[config.mk]
export PLATFORM = sky130hd
export DESIGN_NAME = bcd_2dig_to_bin_flat
export DESIGN_NICKNAME = d
export VERILOG_FILES = /design/src/rtl/bcd_2dig_to_bin_if.sv /design/src/rtl/bcd_2dig_to_bin.sv /design/src/flat_wrapper.sv
export SDC_FILE = /design/constraint.sdc
export NUM_CORES = 1
export LEC_CHECK = 0
export CORE_ASPECT_RATIO = 1.1
export CORE_MARGIN = 2
export CORE_UTILIZATION = 49
export CTS_BUF_LIST = sky130_fd_sc_hd__clkbuf_2 sky130_fd_sc_hd__clkbuf_4 sky130_fd_sc_hd__clkbuf_8
export CTS_CLUSTER_SIZE = 20
export DETAILED_ROUTE_END_ITERATION = 12
export PLACE_DENSITY = 0.88
export SYNTH_ARGS = -nofsm -noshare
export SYNTH_HDL_FRONTEND = slang
export SYNTH_SLANG_ARGS = --single-unit
[constraint.sdc]
create_clock -name clk -period 1.3 [get_ports clk]
set_input_delay 0.195 -clock clk [delete_from_list [all_inputs] [get_ports clk]]
set_output_delay 0.195 -clock clk [all_outputs]
set_load 0.01 [all_outputs]
[src/rtl/bcd_2dig_to_bin_if.sv]
// bcd_2dig_to_bin_if: start/digit request and result/handshake bundle for bcd_2dig_to_bin.
interface bcd_2dig_to_bin_if;
    logic       start;
    logic [3:0] digit1;
    logic [3:0] digit0;
    logic [6:0] bin_out;
    logic       busy;
    logic       done;
    logic       err;
    modport master (output start, digit1, digit0, input bin_out, busy, done, err);
    modport slave  (input start, digit1, digit0, output bin_out, busy, done, err);
endinterface

[src/rtl/bcd_2dig_to_bin.sv]
// bcd_2dig_to_bin: two-digit BCD to 7-bit binary via reverse double-dabble, start/busy/done handshake.
// Optional BCD_RANGE_CHECK_EN flags digits above 9 with err and a short-circuit result of 0.
module bcd_2dig_to_bin (
    input logic          clk,
    input logic          reset,
    bcd_2dig_to_bin_if.slave bus
);
    typedef enum logic [1:0] {IDLE, SHIFT, DONE} state_t;

    state_t     state, state_nxt;
    logic       start_reg, start_tick, last, bad, err_reg;
    logic [7:0] bcd, bcd_nxt;
    logic [6:0] bin, bin_nxt;
    logic [2:0] cnt;

    function automatic logic [3:0] fix(input logic [3:0] n);
        return (n >= 4'd8) ? n - 4'd3 : n;
    endfunction

    assign start_tick = bus.start & ~start_reg;
    assign last       = cnt == 3'd6;

    // One right shift of {bcd, bin} followed by the per-nibble -3 correction
    always_comb begin
        bin_nxt = {bcd[0], bin[6:1]};
        bcd_nxt = {fix({1'b0, bcd[7:5]}), fix(bcd[4:1])};
    end

`ifdef BCD_RANGE_CHECK_EN
    assign bad     = (bus.digit1 > 4'd9) | (bus.digit0 > 4'd9);
    assign bus.err = (state == DONE) & err_reg;
`else
    assign bad     = 1'b0;
    assign bus.err = 1'b0;
`endif

    always_ff @(posedge clk or posedge reset) begin
        if (reset) state <= IDLE;
        else       state <= state_nxt;
    end

    always_comb begin
        state_nxt = state;
        bus.busy  = 1'b0;
        bus.done  = 1'b0;
        state_nxt = (state == IDLE)  ? (start_tick ? SHIFT : IDLE) :
                    (state == SHIFT) ? ((last | err_reg) ? DONE : SHIFT) : IDLE;
        bus.busy  = state != IDLE;
        bus.done  = state == DONE;
    end

    always_ff @(posedge clk or posedge reset) begin
        if (reset) begin
            start_reg   <= 1'b0;
            bcd         <= '0;
            bin         <= '0;
            cnt         <= '0;
            err_reg     <= 1'b0;
            bus.bin_out <= '0;
        end else begin
            start_reg <= bus.start;
            if (state == IDLE && start_tick) begin
                bcd     <= {bus.digit1, bus.digit0};
                bin     <= '0;
                cnt     <= '0;
                err_reg <= bad;
            end else if (state == SHIFT) begin
                bcd <= bcd_nxt;
                bin <= bin_nxt;
                cnt <= cnt + 3'd1;
                if (err_reg)   bus.bin_out <= '0;
                else if (last) bus.bin_out <= bin_nxt;
            end
        end
    end
endmodule

[src/flat_wrapper.sv]
// flat-port wrapper written by rule: the top's interface ports become plain ports
module bcd_2dig_to_bin_flat 
  (clk, reset, bus_start, bus_digit1, bus_digit0, bus_bin_out, bus_busy, bus_done, bus_err);
  bcd_2dig_to_bin_if bus_i ();
  input logic clk;
  input logic reset;
  input wire logic [$bits(bus_i.start)-1:0] bus_start;
  input wire logic [$bits(bus_i.digit1)-1:0] bus_digit1;
  input wire logic [$bits(bus_i.digit0)-1:0] bus_digit0;
  output wire logic [$bits(bus_i.bin_out)-1:0] bus_bin_out;
  output wire logic [$bits(bus_i.busy)-1:0] bus_busy;
  output wire logic [$bits(bus_i.done)-1:0] bus_done;
  output wire logic [$bits(bus_i.err)-1:0] bus_err;
  assign bus_i.start = bus_start;
  assign bus_i.digit1 = bus_digit1;
  assign bus_i.digit0 = bus_digit0;
  assign bus_bin_out = bus_i.bin_out;
  assign bus_busy = bus_i.busy;
  assign bus_done = bus_i.done;
  assign bus_err = bus_i.err;
  bcd_2dig_to_bin u_core (.clk(clk), .reset(reset), .bus(bus_i));
endmodule
After elaboration in Yosys (flattened, before gate mapping):

Index checks and enable logic that the tools add are counted.
W data, S select, Z words.

* register bits after elaboration: 28
* input port bits: 11
* output and inout port bits: 10
* logic and storage cells: 32

* add/subtract/negate cells: 2
* $lt $le $gt $ge: 1
* eq/ne operators: 3
* muxes and demuxes: 12
* bitwise operators: 3
* reductions and logical operators: 5

Operator list (count)
* $mux W7: 3
* $mux W8: 2
* $mux W2: 3
* $mux W3: 2
* $ge A4 B4 Y1 const B: 1
* $mux W4: 1
* $reduce_bool A2 Y1: 2
* $sub A4 B2 Y4 const B: 1
* $add A3 B1 Y3 const B: 1
* $eq A3 B3 Y1 const B: 1
* $reduce_and A3 Y1: 1
* $eq A2 B1 Y1 const B: 1
* $eq A2 B2 Y1 const B: 1
* $logic_not A2 Y1: 1
* $not A1 Y1: 2
* $and A1 B1 Y1: 1
* $logic_and A1 B1 Y1: 1
* $mux W1: 1

Logic depth before layout (Yosys ltp):

Gate-level depths: netlist of the first run.

* depth after elaboration: 5
* gate-level depth with buffers: 5
* depth with buffers taken out: 5

Worst setup path after synthesis of the first run:

OpenSTA, ideal clock, no wires.

* path kind: reg2reg
* start point: register u_core.state[1]
* end point: register u_core.bcd[4]
* setup time: 124 ps
* data arrival time: 1308 ps
* required time: 1176 ps
* slack: -132 ps
* cell stages (with the launch flop): 6
* path buffers: 2
* cell sequence: dfrtp_1 or4b_1 buf_6 buf_12 nand3_2 nand2_1

* longest elaborated chain between the ends: 3
* elaborated cells on any way between the ends: 5
* classes of those cells: eq/ne: 1; mux: 1; reduce/logical: 3

RTL lines
* start: declaration: line bcd_2dig_to_bin.sv:10 `state_t state, state_nxt;`
* start signal: assignment: line bcd_2dig_to_bin.sv:39 `else state <= state_nxt;`
* $logic_not A2 Y1: line bcd_2dig_to_bin.sv:62 `if (state == IDLE && start_tick) begin`
* $logic_and A1 B1 Y1: line bcd_2dig_to_bin.sv:62
* $mux W8 / $reduce_bool A2 Y1 (equally long branches)
* end signal: assignment: line bcd_2dig_to_bin.sv:63 `bcd <= {bus.digit1, bus.digit0};`
* end signal: assignment: line bcd_2dig_to_bin.sv:68 `bcd <= bcd_nxt;`
* end: declaration: line bcd_2dig_to_bin.sv:12 `logic [7:0] bcd, bcd_nxt;`

Parallel ways exist; a longest one is shown, timed or not.
A chain may end at the register's enable or synchronous reset.

Final worst setup path of the first run:

* start point: register u_core.state[1]
* end point: register u_core.bcd[2]

Same word-level chain as after synthesis.

==> results.cfg, run 1 <==
[critical_path]
r2r_slack_ns = -0.19
cp-start-kind = register
critPathKind = register to register
worst-r2r-cell-count = 5
r2r_end = u_core.bcd[2]$_DFFE_PP0P_
crit_fanout = 18
critPathRequiredTime_ns = 1.50
crit_arrival_ns = 1.70
endpoint_kind = register
rr_startpoint = u_core.state[1]$_DFF_PP0_

[logic_synthesis]
yosys_most_used_dff = dfrtp_1
yosysTopAreaCell = dfrtp_1
synth-seq-area-share_pct = 52.4
avgSynthCellArea_um2 = 10.9
synth-seq-cells = 27
synth_top_area_share_pct = 52.4
syn_nets = 133
synth.cell_area_mm2 = 0.00129
async_reset_ff_share_pct = 100
yosysWarnings = 0
ys_types = 29
ys_top_cells_by_area = dfrtp_1, nand3_2, nand2_1, mux2_2, ha_1
yosysMostFrequentCell = dfrtp_1
syn_inst = 118
synth_edf_count = 0
yosys-top-cells-count = dfrtp_1, nand2_1, nand3_2

[pwr]
ir_worst_vdd_mv = 1.35
pwr-share-clk_pct = 10.2
seqPwrFrac_pct = 43.3
combPwrFrac_pct = 46.4
p_int_mw = 2.13
p_switching_mw = 1.32
leakagePower_nw = 0.798
power_mw = 3.46
power_density_mw_per_mm2 = 2150
switching_share_pct = 38.3

[sta]
fin_setup_tns_ns = -3.42
fin_skew_ns = 0.00761
max_freq_mhz = 670
fin_crit_sh_pct = 115
setup_viol = 26
fin_crit_ns = 1.49
hold_viol = 0
slew_viol_final = 0
setup_slack_ns = -0.193
rsz0062_at_grt = yes

[place]
place_ws_ns = -0.403
post-place-cells = 172
port_buffers = 19
dp.final_hpwl_um = 1600
gp_congestion = 0.733

[outcome]
outcome = finished, violations left
violations = setup timing

[detailed_routing]
viasPerCell = 5.13
drc = 0
drt_iter0_markers = 15
dr_total_vias = 908
wl_um = 2220
ant_nets = 0
first_pass_iters = 4
wl_per_cell_um = 12.5

[floorplan]
dieArea_mm2 = 0.00306
io_pins = 21
start_util_pct = 51.6
die_h_um = 57.8
fp-row-count = 19
fp.dieW_um = 52.9
design.core.area_mm2 = 0.00250

[cts]
clock_latency_ns = 0.32
cts_tree = yes
cts.sinks = 27
cts_made_buffers = 3
cts_max_path_buffers = 2
cts_root_buffer = clkbuf_4
clk_pin_slew_ns = 0.14
hold_buffers = 0
cts_max_level = 1

[global_routing]
grt-ovfl-total = 0
grt_pass1_vias = 905
antenna_found_initial = 0
grtUsageTotal_pct = 17.4
grt_max_degree = 28
grt_pass1_wl_um = 3970

[cells_and_area]
drive_above_1_share_pct = 29.5
top_register = u_core.bcd
instances_no_fill = 177
fillers = 197
reg_top3 = u_core.bcd: 8 flops, u_core.bus.bin_out: 7 flops, u_core.bin: 6 flops
synthToLayoutAreaGrowth_pct = 25.0
layout.nets = 162
n_antenna_cell = 0
largest_reg_flops = 8

[worst_hold_path]
hold_path.class = input pin to async pin

[job]
cap_violations = 0
[worst max-delay path: stages, from the launching register on]
cell	delay, ns
dfrtp_1	0.43
buf_6	0.13
or4b_4	0.49
buf_12	0.17
nand3_2	0.07
o211ai_1	0.09
[power by group through the flow]
stage               clock, mW  sequential [mW]  combinational, mW
global route            0.410             1.55               1.81
finish                  0.354             1.50               1.61
CTS                     0.362             1.49               1.56
global placement            0             1.48               1.52
detailed placement          0             1.51               1.60
floorplan                   0             1.51               1.00
[repair_timing]
action | in CTS | in global routing
endpoints found under the setup margin | 34 | 26
pin swaps | 1 | 0
resized for setup | 18 | 12
buffers inserted | 1 | 0
[per-stage QoR]
stage / hold WS (ns) / area [µm²] / utilization, %
after global routing: 0.236 / 1610 / 64.5
after detailed placement: 0.490 / 1550 / 62.0
after global placement: 0.476 / 1550 / 62.0
final: 0.208 / 1610 / 64.5
after floorplan: 0.226 / 1300 / -
after CTS: 0.222 / 1580 / 63.4
[layout make-up]
class | instances | area (µm²) | area share [%]
Sequential cell | 27 | 676 | 42.0
Multi-Input combinational cell | 79 | 564 | 35.0
Timing Repair Buffer | 31 | 285 | 17.7
Tap cell | 31 | 38.8 | 2.41
Clock buffer | 3 | 22.5 | 1.40
Inverter | 5 | 18.8 | 1.17
Clock inverter | 1 | 5.00 | 0.311
[per-layer routing]
metal	wire [µm]	vias to the layer above	GRT usage [%]
met5	0	-	0
met4	13	0	6.59
met3	76	2	2.84
met2	1180	17	29.5
met1	949	438	22.2
li1	-	451	-
[cells by family after synthesis]
group           after synthesis  share of synthesized area (%)
simple gates                 48                           21.7
flops                        27                           52.4
compound gates               17                           8.06
buf+inv                      12                           6.21
mux                           7                           6.12
fa+ha+maj                     4                           3.88
xor+xnor                      2                           1.36
other cells                   1                          0.291
[worst max path at each step]
stage / to / startpoint / cells after the start / slack (ns)
3_5_place_dp: u_core.bcd[2]$_DFFE_PP0P_ / bus_start / 5 / -0.40
3_3_place_gp: u_core.bcd[2]$_DFFE_PP0P_ / bus_start / 5 / -0.35
4_1_cts: u_core.bcd[2]$_DFFE_PP0P_ / u_core.state[1]$_DFF_PP0_ / 5 / -0.22
5_1_grt: u_core.bcd[2]$_DFFE_PP0P_ / u_core.state[1]$_DFF_PP0_ / 5 / -0.24
2_1_floorplan: u_core.bcd[4]$_DFFE_PP0P_ / u_core.state[0]$_DFF_PP0_ / 5 / -0.12
6_report: u_core.bcd[2]$_DFFE_PP0P_ / u_core.state[1]$_DFF_PP0_ / 5 / -0.19
[cell usage in the layout, fill, tap and decap left out, types with 2 or more instances in the layout]
cell type,synthesis,final
o21ai_0,8,3
ha_1,4,4
inv_1,5,5
nor2b_1,2,2
dlygate4sd2_1,0,7
dfrtp_1,27,27
mux2_2,6,6
a22oi_1,3,2
nand2_1,26,25
o21ai_1,0,5
a21oi_1,2,2
nand3_1,4,3
clkdlybuf4s50_1,0,10
buf_6,1,3
clkbuf_4,0,3
nand3_2,10,10
buf_4,2,8
(Power assumes the default switching activity.)
==> run 2: changes to the inputs <==
TNS_END_PERCENT = 5   (was not set)
clock period = 1.22 ns   (was 1.3 ns; I/O delays follow)
==> results.cfg, run 2 (same netlist as run 1, synthesis figures left out) <==
[pwr]
p_int_mw = 2.29
leakagePower_nw = 0.787
power_density_mw_per_mm2 = 2320
p_switching_mw = 1.50
pwr-share-clk_pct = 10.5
combPwrFrac_pct = 46.9
switching_share_pct = 39.6
seqPwrFrac_pct = 42.6
power_mw = 3.80
ir_worst_vdd_mv = 1.27

[critical_path]
critPathBufInv = 2
cp-start-kind = register
max_stage_delay_ns = 0.50
critPathRequiredTime_ns = 1.42
crit_slowest_cell = or4b_4
crit_family = simple AND/OR/NAND/NOR gates
critPathKind = register to register
endpoint_kind = register
crit_fanout = 8
crit_arrival_ns = 1.73
crit_path_cell_trace = buf_6 -> or4b_4 -> buf_6 -> nand3_2 -> o211ai_1
cp_common_cell = buf_6

[sta]
rsz0062_at_grt = yes
fin_crit_ns = 1.52
timing.hold.ws_ns = 0.144
hold_viol = 0
fin_skew_ns = 0.0152
setup_slack_ns = -0.303
setup_viol = 27
fin_setup_tns_ns = -5.11
max_freq_mhz = 656
slew_viol_final = 0
fin_crit_sh_pct = 125

[floorplan]
io_pins = 21
dieArea_mm2 = 0.00306
start_util_pct = 51.6
design.core.area_mm2 = 0.00250
die_h_um = 57.8
fp.dieW_um = 52.9
fp-row-count = 19

[cts]
clk_pin_slew_ns = 0.16
cts_max_level = 1
cts_made_buffers = 3
clock_latency_ns = 0.33
cts_max_path_buffers = 2
cts_tree = yes
hold_buffers = 0
cts_root_buffer = clkbuf_4
cts.sinks = 27

[global_routing]
grt-ovfl-total = 0
antenna_found_initial = 0
grt_pass1_wl_um = 4460
grt_max_degree = 28
grt_pass1_vias = 961
grtUsageTotal_pct = 20.1

[job]
cap_violations = 0

[place]
gp_congestion = 0.707
post-place-cells = 172
port_buffers = 19
place_area_mm2 = 0.00155
place_ws_ns = -0.468
dp.final_hpwl_um = 1870

[detailed_routing]
viasPerCell = 5.23
drc = 0
ant_nets = 0
dr_total_vias = 931
drt_iter0_markers = 19
wl_per_cell_um = 14.4
first_pass_iters = 4
wl_um = 2570

[worst_hold_path]
hold_path.class = input pin to async pin

[cells_and_area]
instances_no_fill = 178
drive_above_1_share_pct = 28.6
layout_commonest_cell = dfrtp_1
final_cell_mix = dfrtp_1, nand2_1, nand3_2, clkdlybuf4s50_1, buf_4
reg_top3 = u_core.bcd: 8 flops, u_core.bus.bin_out: 7 flops, u_core.bin: 6 flops
largest_reg_flops = 8
synthToLayoutAreaGrowth_pct = 26.7
layout.nets = 163
n_antenna_cell = 0
fin_util_pct = 65.4
top_register = u_core.bcd
fillers = 199
fin_area_mm2 = 0.00163

[outcome]
violations = setup timing
outcome = finished, violations left
run 2: repair_timing:
action / CTS / global route
endpoints found under the setup margin: 34 / 33
resized for setup: 25 / 13
pin swaps: 2 / 0
hold endpoints to repair: 0 / 0
setup buffers: 2 / 0
run 2: path summary, 6_finish.rpt:
kind,startpoint,endpoint,slack [ns],depth (start not counted)
max,u_core.state[1]$_DFF_PP0_,u_core.bcd[2]$_DFFE_PP0P_,-0.30,5
min,reset,u_core.bus.bin_out[1]$_DFFE_PP0P_,0.14,3
max reg2reg,u_core.state[1]$_DFF_PP0_,u_core.bcd[2]$_DFFE_PP0P_,-0.30,5
min reg2reg,u_core.bin[5]$_DFFE_PP0P_,u_core.bin[4]$_DFFE_PP0P_,0.51,2
max in group asynchronous,reset,u_core.bin[6]$_DFFE_PP0P_,0.91,3
min in group clk,bus_start,u_core.start_reg$_DFF_PP0_,0.34,1
run 2: worst min-delay path, delay by kind of cell:
kind,cells,cell delay [ns]
buffers and inverters,3,0.67
run 2: final cells by class:
cell class	instances	area [µm²]	area share (%)
Tap cell	31	38.8	2.38
Inverter	5	18.8	1.15
Multi-Input combinational cell	79	558	34.2
Clock buffer	3	22.5	1.38
Timing Repair Buffer	32	312	19.1
Clock inverter	1	7.51	0.460
Sequential cell	27	676	41.4
run 2: power by group through the flow:
stage	Sequential, mW	Combinational (mW)	Clock [mW]
detailed placement	1.61	1.71	0
floorplan	1.60	1.04	0
CTS	1.59	1.72	0.407
global placement	1.58	1.61	0
global route	1.68	1.97	0.453
finish	1.62	1.78	0.399
run 2: metal layers:
layer / share of wire, % / wire length, µm / track usage, %
met4: 0.74 / 19 / 5.49
met2: 56 / 1430 / 35.7
met5: 0 / 0 / 0
met1: 41 / 1060 / 24.8
met3: 2.5 / 64 / 3.87
